==> src/rtl/mult_pkg.sv <==
// rtl/mult_pkg.sv - shared types and constants for the multiplier basic library
package mult_pkg;

  localparam int MULT_WIDTH = 8;

  typedef enum logic [1:0] {
    IDLE = 2'd0,
    RUN  = 2'd1,
    DONE = 2'd2
  } div_state_t;

endpackage

==> src/rtl/fs.sv <==
// rtl/fs.sv - combinational full-subtractor cell (a - b - bin)
module fs (
  input  logic a,
  input  logic b,
  input  logic bin,
  output logic diff,
  output logic bout
);

  assign diff = a ^ b ^ bin;
  assign bout = (~a & b) | (~(a ^ b) & bin);

endmodule

==> src/rtl/seq_div.sv <==
// rtl/seq_div.sv - sequential restoring divider, one quotient bit per clock
module seq_div
  import mult_pkg::*;
#(
  parameter int WIDTH = MULT_WIDTH
) (
  input  logic             clk,
  input  logic             rst,
  input  logic             start,
  input  logic [WIDTH-1:0] dividend,
  input  logic [WIDTH-1:0] divisor,
  output logic             busy,
  output logic             done,
  output logic [WIDTH-1:0] quotient,
  output logic [WIDTH-1:0] remainder,
  output logic             div_by_zero
);

  localparam int CW = $clog2(WIDTH + 1);

  div_state_t       state, state_nxt;
  logic [CW-1:0]    cnt;
  logic [WIDTH:0]   r;
  logic [WIDTH-1:0] q;
  logic [WIDTH-1:0] dvs;

  logic [WIDTH:0]   rs;
  logic [WIDTH:0]   sub_b;
  logic [WIDTH:0]   diff;
  logic [WIDTH+1:0] borrow;
  logic [WIDTH:0]   r_step;
  logic [WIDTH-1:0] q_step;
  logic             accept;
  logic             last_step;
  logic             unused_r_msb;

  assign accept    = start && (state != RUN);
  assign last_step = (cnt == CW'(WIDTH - 1));

  // R[WIDTH] is always 0 after a step, so it never feeds the shifted remainder
  assign unused_r_msb = r[WIDTH];

  assign rs        = {r[WIDTH-1:0], q[WIDTH-1]};
  assign sub_b     = {1'b0, dvs};
  assign borrow[0] = 1'b0;

  for (genvar i = 0; i <= WIDTH; i++) begin : g_sub
    fs u_fs (
      .a    (rs[i]),
      .b    (sub_b[i]),
      .bin  (borrow[i]),
      .diff (diff[i]),
      .bout (borrow[i+1])
    );
  end

  // borrow out of the top cell means Rs < divisor: restore and shift in a 0
  assign r_step = borrow[WIDTH+1] ? rs : diff;
  assign q_step = {q[WIDTH-2:0], ~borrow[WIDTH+1]};

  assign busy = (state == RUN);
  assign done = (state == DONE);

  always_ff @(posedge clk) begin
    if (rst) begin
      state <= IDLE;
    end else begin
      state <= state_nxt;
    end
  end

  always_comb begin
    state_nxt = state;
    case (state)
      IDLE, DONE: begin
        if (accept) begin
          state_nxt = (divisor == '0) ? DONE : RUN;
        end else begin
          state_nxt = IDLE;
        end
      end
      RUN: begin
        if (last_step) begin
          state_nxt = DONE;
        end
      end
      default: state_nxt = IDLE;
    endcase
  end

  // result registers only move on entering DONE, so back-to-back starts keep the old result visible
  always_ff @(posedge clk) begin
    if (rst) begin
      cnt         <= '0;
      r           <= '0;
      q           <= '0;
      dvs         <= '0;
      quotient    <= '0;
      remainder   <= '0;
      div_by_zero <= 1'b0;
    end else if (accept) begin
      cnt         <= '0;
      r           <= '0;
      q           <= dividend;
      dvs         <= divisor;
      div_by_zero <= (divisor == '0);
      if (divisor == '0) begin
        quotient  <= '1;
        remainder <= dividend;
      end
    end else if (state == RUN) begin
      cnt <= cnt + CW'(1);
      r   <= r_step;
      q   <= q_step;
      if (last_step) begin
        quotient  <= q_step;
        remainder <= r_step[WIDTH-1:0];
      end
    end
  end

endmodule
==> config.mk <==
export PLATFORM = sky130hd
export DESIGN_NAME = seq_div
export DESIGN_NICKNAME = d
export VERILOG_FILES = /design/src/rtl/mult_pkg.sv /design/src/rtl/fs.sv /design/src/rtl/seq_div.sv
export SDC_FILE = /design/constraint.sdc
export NUM_CORES = 1
export LEC_CHECK = 0
export ABC_CLOCK_PERIOD_IN_PS = 12950
export CELL_PAD_IN_SITES_DETAIL_PLACEMENT = 0
export CELL_PAD_IN_SITES_GLOBAL_PLACEMENT = 1
export CORE_ASPECT_RATIO = 1.2
export CORE_MARGIN = 3
export CORE_UTILIZATION = 43
export CTS_CLUSTER_DIAMETER = 200
export CTS_CLUSTER_SIZE = 20
export DETAILED_ROUTE_END_ITERATION = 7
export PLACE_DENSITY_LB_ADDON = 0.1
export SETUP_SLACK_MARGIN = 0.5
export SKIP_CTS_REPAIR_TIMING = 1
export SLEW_MARGIN = 15
export SYNTH_ARGS = -nofsm -noshare
export SYNTH_HDL_FRONTEND = slang
export SYNTH_HIERARCHICAL = 1
export SYNTH_SLANG_ARGS = --single-unit
export TNS_END_PERCENT = 5
==> constraint.sdc <==
create_clock -name clk -period 12.95 [get_ports clk]
set_input_delay 2.59 -clock clk [delete_from_list [all_inputs] [get_ports clk]]
set_output_delay 2.59 -clock clk [all_outputs]
set_load 0.05 [all_outputs]
==> results of run 1 <==
## per-layer routing
layer	vias up	share of wire [%]	GRT usage, %
li1	922	-	-
met1	849	46	24.5
met2	40	48	29.5
met3	4	4.7	2.90
met4	0	0.74	6.43
met5	-	0	0
## cells in the final DEF (no fill, tap or decap), types with 9 or more instances in the layout
master / instances
nand3_1: 9
fa_1: 9
dfxtp_1: 47
clkdlybuf4s50_1: 37
nor2_1: 20
nand2_1: 24
a21oi_1: 11
a211oi_1: 16
inv_1: 28
mux2i_1: 16
## per-stage QoR
stage | instances | hold slack [ns] | util (%) | power (uW) | area [um^2]
floorplan | 250 | 0.436 | - | 201 | 2340
global placement | 330 | 0.446 | 53.4 | 219 | 2710
detailed placement | 330 | 0.451 | 53.4 | 220 | 2710
CTS | 338 | 0.463 | 55.4 | 317 | 2810
global route | 338 | 0.487 | 55.4 | 331 | 2810
finish | 338 | 0.460 | 55.4 | 313 | 2810
## synth_stat cells, types with 2 or more instances
library cell   n
xor2_1         2
a211oi_1      16
a221oi_1       7
nor2b_1        2
dfxtp_1       47
nand3_1        9
nand2_1       24
a21oi_1       11
nor4_4         2
o221a_2        8
mux2i_1       16
a21o_1         8
clkbuf_1       6
a41o_1         8
buf_2         12
inv_1         28
fa_1           9
nor2_1        20
## worst min path at each step
stage,to
3_5_place_dp,dvs[0]$_SDFFE_PP0P_
2_1_floorplan,dvs[0]$_SDFFE_PP0P_
5_1_grt,dvs[4]$_SDFFE_PP0P_
4_1_cts,dvs[0]$_SDFFE_PP0P_
6_report,dvs[4]$_SDFFE_PP0P_
3_3_place_gp,dvs[0]$_SDFFE_PP0P_
## sequential cells by signal, indices dropped and copies added (netlist names)
name and count:
cnt 4, r 8, q 8, remainder 8
quotient 8, div_by_zero 1, state 2, dvs 8
## power groups by stage
stage / clock, uW / sequential, uW / combinational [uW]
global placement: 0 / 159 / 60.1
CTS: 99.7 / 156 / 60.9
global route: 105 / 157 / 68.5
finish: 96.9 / 156 / 59.9
detailed placement: 0 / 159 / 60.7
floorplan: 0 / 158 / 43.4
## logic make-up (layout without fill, tap and decap cells)
kind of cell,count (synthesis),after routing
AO/OA/AOI/OAI,60,60
XOR/XNOR,3,3
adder cells (fa/ha/maj),10,10
buffers and inverters,49,77
flip-flops,47,47
multiplexers,16,16
other,1,2
AND/OR/NAND/NOR,63,63
## worst max-delay path: cells and delay by family (launching register included)
family	cells	cell delay [ns]
buffers and inverters	16	1.12
multiplexers	1	0.39
flip-flops	1	0.33
adder cells (fa/ha/maj)	9	2.99
AO/OA/AOI/OAI	3	0.45
## cell type report
class | instances | area [um^2] | share of cell area (%)
multi-input combinational | 154 | 1190 | 42.5
sequential | 47 | 941 | 33.5
timing repair buffer | 40 | 393 | 14.0
inverter | 29 | 109 | 3.87
clock buffer | 8 | 100 | 3.56
tap | 60 | 75.1 | 2.67
==> key figures, run 1 <==
Run status
  • Status: finished clean

Drt
  • DRT antenna net count: 0
  • Drt pass-1 iters: 4
  • Detailed-route DRC error count: 0
  • Vias/cell: 5.37
  • Initial DRC count: 117
  • Final WL: 5140 um
  • Routed WL per cell: around 15 um
  • Via count: 1815

Yosys
  • Synth area leaders: dfxtp_1 (40%), fa_1 (7.7%), mux2i_1 (6.8%), a211oi_1 (5.1%), inv_1 (4.5%)
  • Sequential area share after synthesis: 40.2%
  • Largest family of logic cells by synthesized area: compound AO/OA/AOI/OAI gates
  • Synth Area in Simple Gates: around 14%
  • Ys flop type: dfxtp_1
  • Post-synthesis compound-gate area fraction: 20.9%
  • Post-Synth Adder-Cell Area: roughly 8%
  • Mapped Cells: 249
  • Synth area leader: dfxtp_1
  • Synth Register Bits: 47
  • Post-Synthesis Cell Area: 0.00234 mm^2
  • Mux share of post-synthesis cell area: 6.85%
  • Yosys cell types: 32
  • Syn. warnings: 6
  • Asr flop ratio synth: 0%
  • EDFF count, synth: 0
  • Synth Area in XOR/XNOR: 1.12%
  • Post-synth top area share: 40.2%
  • Syn_area_per_cell: 9.39 um^2

Worst setup path
  • R2R setup slack: between 7 and 8 ns
  • Req. time, crit path: roughly 13 ns
  • Critical path's largest stage delay: a little under 0.4 ns
  • Critical path class: reg2reg
  • Worst path arrival time: 5.59 ns
  • Worst Setup EP: remainder[2]$_SDFFE_PP0P_
  • Critical Path Fanout Max: 9
  • Worst reg2reg startpoint: dvs[0]$_SDFFE_PP0P_
  • Critical path endpoint category: register
  • Reg2Reg Depth: 29
  • CP startpoint: dvs[0]$_SDFFE_PP0P_
  • Startpoint Class: register
  • Worst reg2reg endpoint: remainder[2]$_SDFFE_PP0P_
  • CP max stage cell: fa_1
  • Crit path top cell by count: inv_1

STA
  • Final Hold Viols: 0
  • Final worst path period share: 41.6%
  • Pins Over Slew Limit: 0
  • Setup WS post-layout: 7.56 ns
  • RSZ-0062 raised after global routing: no
  • Clock Skews: about 0.0034 ns
  • # setup viols final: 0
  • Fmax: 185 MHz
  • Tightest Pin Transition: between 0.9 and 1 ns
  • Setup TNS: 0 ns
  • Fin crit period: 5.39 ns
  • Max-slew headroom: 39.9%

Floorplanning
  • Core area: 0.00508 mm^2
  • Chip width: 73.3 um
  • Rows: 28
  • Initial core utilization: 46.0%
  • Die height: approximately 87 um
  • Ports: 38
  • Die area: 0.00636 mm^2

Power
  • Peak supply drop: 56.2 uV
  • Power share of the sequential group: 49.9%
  • Comb pwr share: between 10% and 20%
  • Clock power frac: 31.0%
  • Cell Int Power: 224 uW
  • Psw: just under 90 uW
  • Pwr/cell area: 111 mW/mm^2
  • Switching Share: 28.2%
  • Static Leak: 0.00119 uW

Clock tree
  • Worst skew pair latency: 0.29 ns
  • Sink Count: 47
  • CTS H-tree depth: 2
  • Total CTS buffers: 5
  • CTS tree: built
  • Max clock buf depth: 2
  • Root Driver: clkbuf_8
  • Clock slew at reported path FFs: 0.09 ns

GRT
  • GRT Total Usage: 18.2%
  • Vias in the first global route: 1803
  • Grt total ovfl: 0
  • Largest net degree at the start of global routing: 39
  • Initial antenna violation count: 0
  • Global-route wire length before repair: 8990 um

Place
  • Final GP Congestion: 0.776
  • Detailed placement HPWL: 3740 um
  • Port bufs: 37
  • Place WS: 7.53 ns

Hold path
  • Hold path depth: 2
  • Worst min path class: reg2reg
  • Hold wc startpoint: dvs[4]$_SDFFE_PP0P_

Final layout
  • P&R area growth vs syn: 20.3%
  • Layout cells sized above 1: 7.91%
  • ANT cells: 0
  • Nets: 306
  • Fillers: approximately 480

Flow run
  • Max Cap Viol: 0
No activity file was read; power rests on OpenSTA's default activity.
==> inputs of run 2 (changes only) <==
ABC_CLOCK_PERIOD_IN_PS = 4400   (was 12950)
CORE_UTILIZATION = 36   (was 43)
clock period = 4.4 ns   (was 12.95 ns; I/O delays follow)
==> run 2 against run 1 <==
The flow now finishes with violations (setup timing). Via count is 1.2% higher. Power grew to 3.1 times the previous value. Sequential share of layout area is 2.2 points lower. Critical path type unchanged. Largest power group unchanged. Highest routed layer unchanged.
==> key figures, run 2 (synthesis results as in run 1) <==
STA
  • Pins Over Slew Limit: 0
  • Fin crit period: around 4.9 ns
  • # setup viols final: 18
  • Worst hold slack: roughly 0.46 ns
  • RSZ-0062 raised after global routing: yes
  • Final worst path period share: 111%
  • Setup WS post-layout: -0.485 ns
  • Fmax: 205 MHz
  • Setup TNS: -5.71 ns
  • Tightest Pin Transition: 0.681 ns
  • Clock Skews: about 0.0050 ns
  • Max-slew headroom: 54.5%
  • Final Hold Viols: 0

Final layout
  • Design area: roughly 0.0030 mm^2
  • Final Non-Filler Cells: 377
  • Layout Utilization: 49.0%
  • P&R area growth vs syn: 29.1%
  • Most used cells in the layout excluding fill and tap cells: dfxtp_1 (45), clkdlybuf4s50_1 (37), nand2_1 (24)
  • ANT cells: 0
  • Fillers: 587
  • Most common cell after layout, fill and taps aside: dfxtp_1
  • Layout cells sized above 1: 23.7%
  • Nets: roughly 320

GRT
  • Initial antenna violation count: 0
  • Vias in the first global route: 1832
  • Global-route wire length before repair: 9190 um
  • GRT Total Usage: 15.8%
  • Largest net degree at the start of global routing: 38
  • Grt total ovfl: 0

Drt
  • DRT antenna net count: 0
  • Vias/cell: 4.87
  • Drt pass-1 iters: 4
  • Detailed-route DRC error count: 0
  • Initial DRC count: 70
  • Final WL: 5510 um
  • Routed WL per cell: 14.6 um
  • Via count: 1836

Power
  • Static Leak: between 0.001 and 0.0015 uW
  • Pwr/cell area: between 300 and 400 mW/mm^2
  • Peak supply drop: roughly 140 uV

Floorplanning
  • Die area: around 0.0075 mm^2
  • Ports: 38
  • Rows: 31
  • Core area: 0.00617 mm^2
  • Chip width: roughly 80 um
  • Initial core utilization: 37.9%
  • Die height: 94.3 um

Run status
  • Violated checks: setup timing
  • Status: complete, but fails checks

Hold path
  • Worst min path class: reg2reg
  • Hold Path Sink: dvs[7]$_SDFFE_PP0P_
  • Hold wc startpoint: dvs[7]$_SDFFE_PP0P_
  • Hold path depth: 2

Place
  • Detailed placement HPWL: 3990 um
  • Port bufs: 37
  • Post-DP Area: 0.00289 mm^2
  • Dpl cells: roughly 370
  • Final GP Congestion: approximately 0.76

Worst setup path
  • Critical path class: reg2reg
  • Bufs and invs on worst path: 16
  • CP top delay family: adder cells
  • Worst reg2reg endpoint: remainder[2]$_SDFFE_PP0P_
  • Startpoint Class: register
  • Critical path endpoint category: register
  • Crit path top cell by count: inv_2
  • Critical path's largest stage delay: 0.38 ns
  • CP max stage cell: fa_2
  • Reg2Reg Depth: 29
  • Worst reg2reg startpoint: q[7]$_SDFFE_PP0P_
  • Critical Path Fanout Max: 7
  • Worst path arrival time: 5.08 ns
  • Req. time, crit path: 4.60 ns
  • R2R setup slack: -0.49 ns

Clock tree
  • Sink Count: 47
  • Total CTS buffers: 5
  • CTS H-tree depth: 2
  • Worst skew pair latency: 0.29 ns
  • Max clock buf depth: 2
  • Root Driver: clkbuf_8
  • Clock slew at reported path FFs: around 0.09 ns
  • CTS tree: built

Flow run
  • Max Cap Viol: 0
-- run 2: worst max path at each step --
| stage | slack, ns | startpoint | cells past startpoint | to |
|---|---|---|---|---|
| finish | -0.49 | q[7]$_SDFFE_PP0P_ | 29 | remainder[2]$_SDFFE_PP0P_ |
| global route | -0.68 | q[7]$_SDFFE_PP0P_ | 30 | remainder[4]$_SDFFE_PP0P_ |
| CTS | -0.67 | dvs[0]$_SDFFE_PP0P_ | 31 | remainder[4]$_SDFFE_PP0P_ |
| detailed placement | -0.66 | dvs[0]$_SDFFE_PP0P_ | 31 | remainder[4]$_SDFFE_PP0P_ |
| global placement | -0.62 | dvs[0]$_SDFFE_PP0P_ | 31 | remainder[4]$_SDFFE_PP0P_ |
| floorplan | -0.22 | dvs[0]$_SDFFE_PP0P_ | 30 | remainder[6]$_SDFFE_PP0P_ |
-- run 2: metal layers --
metal | vias up | GRT usage [%] | wire, um
met5 | - | 0 | 0
met4 | 0 | 4.73 | 40
met3 | 4 | 3.07 | 155
met2 | 24 | 25.6 | 2800
met1 | 856 | 21.1 | 2510
li1 | 952 | - | -
-- run 2: worst register-to-register path, delay by kind of cell (launching register included) --
family                     cells  cell delay [ns]
adders and majority gates      9             2.86
AOI/OAI and AO/OA              3             0.43
muxes                          1             0.31
DFF                            1             0.34
buffers and inverters         16             0.86
-- run 2: power breakdown --
| group | switching, uW | total (uW) | internal, uW | leakage [uW] |
|---|---|---|---|---|
| Clock | 139 | 251 | 112 | 0.0000422 |
| Combinational | 123 | 245 | 122 | 0.000802 |
| Sequential | 15.8 | 459 | 444 | 0.000384 |
-- run 2: cell type report --
cell class | count | area, um^2 | share of cell area, %
multi-input cells | 154 | 1240 | 41.2
flip-flops and latches | 47 | 943 | 31.2
repair buffers | 57 | 537 | 17.8
inverters | 29 | 111 | 3.69
well taps | 82 | 103 | 3.40
clock buffers | 7 | 76.3 | 2.53
clock inverters | 1 | 5.00 | 0.166
-- run 2: metrics by stage --
stage,worst slack (ns),power (uW)
2_1_floorplan,-0.224,601
6_report,-0.485,955
3_3_place_gp,-0.623,689
4_1_cts,-0.674,945
5_1_grt,-0.681,1020
3_5_place_dp,-0.656,687
==> inputs of run 3 (changes only) <==
CORE_MARGIN = 5   (was 3)
CORE_UTILIZATION = 35   (was 36)
DONT_BUFFER_PORTS = 1   (was not set)
==> run 3 against run 2 <==
The flow still finishes with violations (setup timing). Sequential power is essentially flat. Critical path type unchanged. Count of clock-buffer cells in the layout shrank 2. Wire length grew 4.8%. Register-to-register slack lost 0.07 ns. Final cell count shrank 9.0%. First-iteration DRC count grew 2.9%. Final area shrank 7.8%. Critical endpoint is now remainder[7]$_SDFFE_PP0P_. Power grew 15%. Flip-flop and latch count is the same.
==> key figures, run 3 (synthesis results as in run 1) <==
Floorplanning
  • Die area: 0.00842 mm^2
  • Chip width: 84.6 um
  • Core area: 0.00649 mm^2
  • Rows: 32
  • Initial core utilization: around 36%
  • Die height: between 90 and 100 um
  • Ports: 38

Final layout
  • ANT cells: 0
  • Final Non-Filler Cells: between 300 and 400
  • Most used cells in the layout excluding fill and tap cells: dfxtp_1 (45), nand2_1 (24), nor2_1 (20)
  • Nets: approximately 290
  • Layout cells sized above 1: 31.0%
  • Most common cell after layout, fill and taps aside: dfxtp_1
  • Fillers: 671
  • Layout Utilization: 42.9%
  • P&R area growth vs syn: 19.0%

STA
  • RSZ-0062 raised after global routing: yes
  • Max-slew headroom: between 30% and 40%
  • Final worst path period share: 113%
  • Fin crit period: 4.96 ns
  • Clock Skews: 0.00658 ns
  • Fmax: about 200 MHz
  • Pins Over Slew Limit: 0
  • Final Hold Viols: 0
  • Setup WS post-layout: -0.560 ns
  • Tightest Pin Transition: 0.979 ns
  • # setup viols final: 18

Hold path
  • Hold wc startpoint: dvs[1]$_SDFFE_PP0P_
  • Worst min path class: reg2reg
  • Hold path depth: 2
  • Hold Path Sink: dvs[1]$_SDFFE_PP0P_

Drt
  • Wire length on met1: 2440 um
  • Detailed-route DRC error count: 0
  • Initial DRC count: 72
  • Via count: 1770
  • Top Metal Used: met4
  • Routed WL per cell: between 15 and 20 um
  • Final WL: 5780 um
  • Wire length on met2: 2960 um
  • Met3 WL: 297 um
  • Drt pass-1 iters: 4
  • DRT antenna net count: 0
  • Vias/cell: 5.16

Clock tree
  • Worst skew pair latency: around 0.30 ns
  • Total CTS buffers: 5
  • CTS H-tree depth: 2
  • Clock slew at reported path FFs: roughly 0.090 ns
  • Sink Count: 47
  • Root Driver: clkbuf_8
  • Max clock buf depth: 2
  • CTS tree: built

Place
  • Final GP Congestion: 0.719
  • Detailed placement HPWL: 4000 um
  • Port bufs: 0
  • Place WS: -0.679 ns
  • Dpl cells: 330

Flow run
  • Max Cap Viol: 0

GRT
  • Global-route wire length before repair: 9470 um
  • Grt total ovfl: 0
  • Initial antenna violation count: 0
  • Vias in the first global route: 1830
  • GRT Total Usage: ~14%
  • Largest net degree at the start of global routing: 36

Worst setup path
  • Critical Path Fanout Max: 7
  • Worst reg2reg endpoint: remainder[7]$_SDFFE_PP0P_
  • Startpoint Class: register
  • CP top delay family: adder cells
  • Worst path arrival time: 5.16 ns
  • CP max stage cell: dfxtp_2
  • Reg2Reg Depth: 30
  • Bufs and invs on worst path: 17
  • R2R setup slack: -0.56 ns
  • Critical path class: reg2reg
  • Critical path endpoint category: register
  • Crit path top cell by count: inv_2
  • Worst reg2reg startpoint: dvs[0]$_SDFFE_PP0P_
  • Critical path's largest stage delay: around 0.35 ns
  • Req. time, crit path: 4.60 ns

Power
  • Power share of the sequential group: 42.1%
  • Static Leak: about 0.0011 uW
  • Switching Share: 27.1%
  • Pwr/cell area: ~390 mW/mm^2
  • Comb pwr share: 22.9%
  • Overall Power: 1100 uW
  • Psw: 297 uW
  • Clock power frac: 35.1%
  • Peak supply drop: 137 uV
  • Cell Int Power: ~800 uW

Run status
  • Violated checks: setup timing
  • Status: complete, but fails checks
-- run 3: cell count changes in the layout (fill, tap and decap cells not counted), moves of 2 or more --
cell / delta
mux2i_1: -5
clkdlybuf4s50_1: -37
mux2i_4: +4
clkbuf_1: -2
buf_6: +2
bufinv_16: +2
a211oi_2: +3
a211oi_1: -3
-- run 3: power groups by stage --
stage	registers (uW)	logic (uW)	clock network, uW
2_1_floorplan	466	136	0
3_3_place_gp	470	183	0
3_5_place_dp	470	182	0
4_1_cts	460	184	400
5_1_grt	464	277	415
6_report	461	250	384
-- run 3: layer usage --
metal | global-route usage, % | vias to the layer above
met5 | 0 | -
met1 | 16.3 | 842
li1 | - | 883
met2 | 25.4 | 39
met4 | 4.02 | 0
met3 | 3.81 | 6
-- run 3: layout make-up --
cell class | instances | area, um^2 | share of cell area (%)
flip-flops and latches | 47 | 946 | 34.0
inverters | 29 | 114 | 4.09
clock inverters | 3 | 67.6 | 2.43
repair buffers | 20 | 161 | 5.80
well taps | 85 | 106 | 3.82
clock buffers | 5 | 68.8 | 2.47
multi-input cells | 154 | 1320 | 47.4
-- run 3: worst min-delay path, stage by stage, from the launching register on --
cell     delay [ns]
dfxtp_1        0.32
nand2_1        0.05
a21oi_1        0.05
-- run 3: how the worst max path moves through the flow --
stage	startpoint	end	slack, ns	depth (start not counted)
2_1_floorplan	dvs[0]$_SDFFE_PP0P_	remainder[6]$_SDFFE_PP0P_	-0.22	30
3_3_place_gp	q[7]$_SDFFE_PP0P_	remainder[7]$_SDFFE_PP0P_	-0.67	29
3_5_place_dp	q[7]$_SDFFE_PP0P_	remainder[5]$_SDFFE_PP0P_	-0.68	29
4_1_cts	q[7]$_SDFFE_PP0P_	remainder[7]$_SDFFE_PP0P_	-0.72	29
5_1_grt	dvs[0]$_SDFFE_PP0P_	remainder[7]$_SDFFE_PP0P_	-0.72	30
6_report	dvs[0]$_SDFFE_PP0P_	remainder[7]$_SDFFE_PP0P_	-0.56	30
-- run 3: through the flow --
step                      setup TNS (ns)  hold WS (ns)  instance area [um^2]
after detailed placement           -8.42         0.442                  2490
after global placement             -8.27         0.439                  2490
after CTS                          -9.14         0.455                  2620
after floorplan                    -1.76         0.436                  2370
final                              -6.93         0.452                  2780
after global routing              -10.21         0.477                  2780
